--- config.mk ---
export PLATFORM = sky130hd
export DESIGN_NAME = mmio_store_monitor
export DESIGN_NICKNAME = d
export VERILOG_FILES = /design/src/rtl/mmio_pkg.sv /design/src/rtl/store_trace_fifo.sv /design/src/rtl/mmio_store_monitor.sv
export SDC_FILE = /design/constraint.sdc
export NUM_CORES = 1
export LEC_CHECK = 0
export CORE_MARGIN = 2
export CORE_UTILIZATION = 50
export CTS_BUF_LIST = sky130_fd_sc_hd__clkbuf_8
export CTS_CLUSTER_DIAMETER = 120
export DETAILED_ROUTE_END_ITERATION = 7
export GPL_ROUTABILITY_DRIVEN = 0
export PLACE_DENSITY = 0.77
export SYNTH_ARGS = -nofsm -noshare
export SYNTH_HDL_FRONTEND = slang
export SYNTH_SLANG_ARGS = --single-unit
--- constraint.sdc ---
create_clock -name clk -period 14.8 [get_ports clk]
set_input_delay 2.96 -clock clk [delete_from_list [all_inputs] [get_ports clk]]
set_output_delay 2.96 -clock clk [all_outputs]
set_load 0.005 [all_outputs]
--- src/rtl/mmio_pkg.sv ---
// Shared definitions for the MMIO store monitor.
// Contents: channel address stride, overflow counter width, trace entry layout.
// The trace entry layout fixes the address/data widths that the FIFO stores;
// the top-level ADDR_W/DATA_W parameters default to these values.
package mmio_pkg;

  localparam int unsigned CH_STRIDE  = 4;
  localparam int unsigned OVF_W      = 16;
  localparam int unsigned TRC_ADDR_W = 16;
  localparam int unsigned TRC_DATA_W = 32;

  typedef struct packed {
    logic [TRC_ADDR_W-1:0] addr;
    logic [TRC_DATA_W-1:0] data;
  } trc_entry_t;

endpackage

--- src/rtl/store_trace_fifo.sv ---
// First-word-fall-through FIFO of trace entries with registered storage.
// Ports:
//   clk, rst         clock, synchronous active-high reset
//   push, push_entry write request and entry
//   pop              read request (ignored when empty)
//   head             entry at the read pointer (valid while !empty)
//   full, empty      derived from the level counter
//   level            current entry count
//   drop             push refused this cycle (full and no simultaneous pop)
module store_trace_fifo
  import mmio_pkg::*;
#(
  parameter int unsigned DEPTH = 8,
  localparam int unsigned PTR_W = $clog2(DEPTH),
  localparam int unsigned LVL_W = PTR_W + 1
) (
  input  logic             clk,
  input  logic             rst,
  input  logic             push,
  input  trc_entry_t       push_entry,
  input  logic             pop,
  output trc_entry_t       head,
  output logic             full,
  output logic             empty,
  output logic [LVL_W-1:0] level,
  output logic             drop
);

  trc_entry_t       mem [DEPTH];
  logic [PTR_W-1:0] wptr;
  logic [PTR_W-1:0] rptr;
  logic [LVL_W-1:0] lvl_q;
  logic             pop_acc;
  logic             push_acc;

  assign full  = (lvl_q == LVL_W'(DEPTH));
  assign empty = (lvl_q == '0);
  assign level = lvl_q;
  assign head  = mem[rptr];

  // A pop frees the slot in the same cycle, so a push into a full FIFO
  // alongside a pop is accepted rather than dropped.
  assign pop_acc  = pop && !empty;
  assign push_acc = push && (!full || pop_acc);
  assign drop     = push && !push_acc;

  always_ff @(posedge clk) begin
    if (push_acc) begin
      mem[wptr] <= push_entry;
    end
  end

  always_ff @(posedge clk) begin
    if (rst) begin
      wptr  <= '0;
      rptr  <= '0;
      lvl_q <= '0;
    end else begin
      if (push_acc) wptr <= wptr + PTR_W'(1);
      if (pop_acc)  rptr <= rptr + PTR_W'(1);
      lvl_q <= lvl_q + LVL_W'(push_acc) - LVL_W'(pop_acc);
    end
  end

endmodule

--- src/rtl/mmio_store_monitor.sv ---
// Snoops the core data-store bus, latches stores to N_CH memory-mapped
// output channels and queues store events in a back-pressured trace FIFO.
// Ports:
//   clk, rst        clock, synchronous active-high reset
//   WE, address,    core store strobe, byte address, data
//   writeData
//   ch_data         channel registers, channel i at [i*DATA_W +: DATA_W]
//   ch_upd          one-cycle pulse per channel written
//   trc_valid/ready trace stream handshake; trc_addr/trc_data = head entry
//   fifo_level      current trace entry count
//   ovf_cnt         saturating count of events dropped on a full FIFO
// Build option: TRACE_ALL_EN traces every WE cycle regardless of address;
// otherwise only channel hits are traced. Channel decode is the same in both.
module mmio_store_monitor
  import mmio_pkg::*;
#(
  parameter int unsigned ADDR_W     = TRC_ADDR_W,
  parameter int unsigned DATA_W     = TRC_DATA_W,
  parameter int unsigned N_CH       = 4,
  parameter logic [ADDR_W-1:0] CH_BASE = 16'hFF00,
  parameter int unsigned FIFO_DEPTH = 8,
  localparam int unsigned LVL_W     = $clog2(FIFO_DEPTH) + 1
) (
  input  logic                   clk,
  input  logic                   rst,
  input  logic                   WE,
  input  logic [ADDR_W-1:0]      address,
  input  logic [DATA_W-1:0]      writeData,
  output logic [N_CH*DATA_W-1:0] ch_data,
  output logic [N_CH-1:0]        ch_upd,
  output logic                   trc_valid,
  input  logic                   trc_ready,
  output logic [ADDR_W-1:0]      trc_addr,
  output logic [DATA_W-1:0]      trc_data,
  output logic [LVL_W-1:0]       fifo_level,
  output logic [OVF_W-1:0]       ovf_cnt
);

  logic [DATA_W-1:0] ch_q [N_CH];
  logic [N_CH-1:0]   hit_vec;
  logic [N_CH-1:0]   upd_q;
  logic [OVF_W-1:0]  ovf_q;
  logic              evt;
  logic              drop;
  logic              fifo_full;
  logic              fifo_empty;
  trc_entry_t        push_entry;
  trc_entry_t        head;

  // Exact-match against each channel address covers alignment and range.
  always_comb begin
    hit_vec = '0;
    for (int unsigned i = 0; i < N_CH; i++) begin
      hit_vec[i] = WE && (address == CH_BASE + ADDR_W'(CH_STRIDE * i));
    end
  end

`ifdef TRACE_ALL_EN
  assign evt = WE;
`else
  assign evt = |hit_vec;
`endif

  assign push_entry.addr = address;
  assign push_entry.data = writeData;

  always_ff @(posedge clk) begin
    if (rst) begin
      upd_q <= '0;
      for (int unsigned i = 0; i < N_CH; i++) begin
        ch_q[i] <= '0;
      end
    end else begin
      upd_q <= hit_vec;
      for (int unsigned i = 0; i < N_CH; i++) begin
        if (hit_vec[i]) ch_q[i] <= writeData;
      end
    end
  end

  always_ff @(posedge clk) begin
    if (rst) begin
      ovf_q <= '0;
    end else if (drop && (ovf_q != '1)) begin
      ovf_q <= ovf_q + OVF_W'(1);
    end
  end

  store_trace_fifo #(
    .DEPTH (FIFO_DEPTH)
  ) u_fifo (
    .clk        (clk),
    .rst        (rst),
    .push       (evt),
    .push_entry (push_entry),
    .pop        (trc_ready),
    .head       (head),
    .full       (fifo_full),
    .empty      (fifo_empty),
    .level      (fifo_level),
    .drop       (drop)
  );

  always_comb begin
    ch_data = '0;
    for (int unsigned i = 0; i < N_CH; i++) begin
      ch_data[i*DATA_W +: DATA_W] = ch_q[i];
    end
  end

  assign ch_upd    = upd_q;
  assign ovf_cnt   = ovf_q;
  assign trc_valid = !fifo_empty;
  assign trc_addr  = head.addr;
  assign trc_data  = head.data;

endmodule

==> impl_metrics.py <==
metrics = {
    "run_status": {
        "status": "finished, final reports clean",
    },
    "route": {
        "vias_per_cell": 5.64,
        "num_vias": 10900,
        "finalWirelength_mm": 47.1,
        "avgRoutedWirePerCell_um": 24.3,
        "initialDrtViolationCount": 881,
        "postRouteAntennaNets": 0,
        "drt_first_pass_iters": 5,
        "remaining_drc_errors": 0,
    },
    "worst_setup_path": {
        "cp-start-kind": "flop",
        "cp_data_required_time_ns": 11.84,
        "endpoint_kind": "output pin",
        "cp_data_arrival_time_ns": 3.99,
        "worst-path-max-fanout": 50,
        "start_to_end_type_of_the_worst_setup_path": "reg -> out",
        "worstReg2RegStart": "u_fifo.level[3]",
    },
    "logic_synthesis": {
        "post_synth_mux_area_share_pct": 13.1,
        "postSynth.topFlopCell": "edfxtp_1",
        "dominant_combinational_cell_family_by_area_after_synthesis": "multiplexers",
        "synth-edff-count": 512,
        "syn_area_mm2": 0.0208,
        "syn_inst": 1029,
        "ys_async_sr_fraction_pct": 0,
        "seq_area_frac_synth_pct": 77.1,
        "post_synth_and_or_nand_nor_area_fraction_pct": 6.72,
        "yosys_warnings": 0,
        "synthesis.nets": 1091,
        "synth_xor_area_share_pct": 0.421,
        "adder_and_majority_cell_fraction_of_the_synthesized_area_pct": 0.637,
        "synth-seq-cells": 545,
        "syn_avg_cell_area_um2": 20.2,
        "distinct_cell_type_count_of_the_synthesized_netlist": 47,
        "synth_compound_area_share_pct": 0.938,
    },
    "power_and_ir_drop": {
        "power_w": 0.00353,
        "power.ir.vdd_worst_mv": 0.0991,
        "p_per_area_mw_per_mm2": 138,
        "power_leakage_nw": 8.37,
    },
    "floorplanning": {
        "chipHeight_um": 208,
        "floorplan.die_area_mm2": 0.0433,
        "fp-row-count": 74,
        "initial_standard_cell_utilization_of_the_core_pct": 50.8,
        "i_o_pins": 253,
        "die_w_um": 208,
        "core_area_mm2": 0.0409,
    },
    "sta": {
        "worst-slew-pin-transition_ns": 1.15,
        "setup_violations": 0,
        "timing.clock.skew_ns": 0.0323,
        "fin_hold_ws_ns": 0.472,
        "finalSetupTns_ns": 0,
        "max_freq_mhz": 144,
        "period_minus_slack_ns": 6.95,
        "maxSlewViolCount": 0,
        "post-route-period-util_pct": 46.9,
        "slew_headroom_pct": 23.0,
        "grt_setup_unrepaired": "no",
        "post-route-worst-setup-slack_ns": 7.85,
        "final_hold_viol_count": 0,
    },
    "finish": {
        "multiInputGateArea_mm2": 0.00463,
        "n_antenna_cell": 0,
        "seq_area_mm2": 0.0160,
        "fin_nets": 1404,
        "most_frequent_standard_cell_in_the_layout_excluding_fill_and_tap_cells": "edfxtp_1",
        "most_frequent_cells_in_the_layout": "512 x edfxtp_1, 252 x clkdlybuf4s50_1, 128 x and2_1, 97 x clkbuf_8, 96 x mux4_2",
        "syn_to_layout_area_delta_pct": 23.2,
        "fillerInstances": 2849,
        "layout.cell_area.non_filler_mm2": 0.0256,
        "drive_above_1_share_pct": 21.2,
    },
    "clock_tree": {
        "clock_tree_buffer_depth": 3,
        "ctsRootBufferMaster": "clkbuf_8",
        "tritoncts": "done",
        "htreeDepth": 3,
        "holdBufCountCts": 0,
        "cts.sinks": 545,
        "post_cts.resized_instances": 0,
        "cts-buffers-inserted": 86,
        "clk_pin_slew_ns": 0.06,
        "clkLatencyLatePin_ns": 0.64,
        "post_cts_setup_buffer_count": 0,
    },
    "global_route": {
        "antenna_violations_before_repair": 3,
        "grt_remaining_overflow": 0,
        "grt_first_pass_wirelength_mm": 70.2,
        "pin_count_of_the_biggest_net_entering_global_routing": 52,
        "global_route.usage.total_pct": 21.9,
        "number_of_global_route_vias_before_repair": 11300,
    },
    "placement": {
        "detailedPlacementHpwl_mm": 27.5,
        "count_of_port_buffers_added_during_placement": 252,
        "dp_slack_ns": 7.81,
        "dpl_cell_area_mm2": 0.0240,
    },
    "flow_run": {
        "drv.max_cap_violation_count": 0,
    },
    "worst_hold_path": {
        "timing.hold.worst.start": "u_fifo.rptr[1]",
        "hp-class": "reg -> reg",
    },
}
-- layout make-up --
type / count / share of cell area, %
Clock inverter: 55 / 0.991
Inverter: 12 / 0.176
Clock buffer: 97 / 5.21
Timing Repair Buffer: 270 / 10.4
Tap cell: 532 / 2.60
Multi-Input combinational cell: 427 / 18.1
Sequential cell: 545 / 62.6
-- where the power goes --
part	switching, W	internal, W	leakage, nW	total [W]
Combinational	0.000221	0.000360	2.51	0.000580
Sequential	0.0000638	0.00171	4.93	0.00178
Clock	0.000562	0.000615	0.924	0.00118
Total	0.000847	0.00269	8.37	0.00353
-- registers in the layout (all words and copies together) (netlist names), named ones only --
register / count
ch_q: 128
ch_upd: 4
ovf_cnt: 16
u_fifo.level: 4
u_fifo.mem: 384
u_fifo.rptr: 3
u_fifo.wptr: 3
-- routing by layer --
layer / part of all wire [%] / track usage [%] / vias up / routed length (um)
li1: - / - / 4731 / -
met2: 50 / 35.2 / 438 / 23400
met1: 40 / 29.8 / 5697 / 18800
met5: 0.028 / 0 / - / 13
met3: 8.5 / 5.30 / 70 / 3990
met4: 1.8 / 6.87 / 2 / 862
-- worst max-delay path, stage by stage (launching register included) --
cell	delay (ns)
dfxtp_4	0.98
buf_4	0.89
mux4_2	0.61
mux2_2	0.29
clkdlybuf4s50_1	0.48
-- logic make-up after synthesis --
logic type	after synthesis
muxes	147
adders and majority gates	10
DFF	545
buffers and inverters	57
AOI/OAI and AO/OA	30
and+or+nand+nor	230
xor gates and xnor gates	10
-- final timing paths --
path / cells after the start / endpoint / slack [ns]
worst min-delay path: 2 / flop / 0.47
worst max register to register: 7 / u_fifo.mem[3][28] / 11.48
worst max-delay path: 4 / trc_addr[13] / 7.85
worst min register to register: 2 / flop / 0.47
-- synth_stat cells (all sizes together) (2+ instances only) --
library cell,number,area [um^2]
edfxtp,512,15400
nor3,7,40.0
xor2,6,52.6
nor3b,3,27.5
nor4b,3,26.3
nand2,15,56.3
nand4,7,43.8
nor2b,3,18.8
mux4,96,2160
o31ai,3,22.5
mux2,50,563
a21o,2,15.0
and4,3,26.3
nor4,5,52.6
o21ai,4,20.0
or4,5,45.0
dfxtp,33,661
clkbuf,38,143
or3b,2,17.5
nor2,24,92.6
or3,4,25.0
inv,12,45.0
a31o,4,35.0
buf,7,35.0
o2111ai,2,17.5
and2,128,801
ha,9,113
xnor2,4,35.0
nand2b,3,18.8
a21oi,12,60.1
nand3,13,65.1
-- stage by stage --
step / cells / utilization, %
6_report: 1938 / 62.6
5_1_grt: 1938 / 62.6
4_1_cts: 1938 / 62.6
3_5_place_dp: 1786 / 58.8
3_3_place_gp: 1786 / 58.8
2_1_floorplan: 1029 / -
Note: power is estimated with default switching activity, not from simulation.
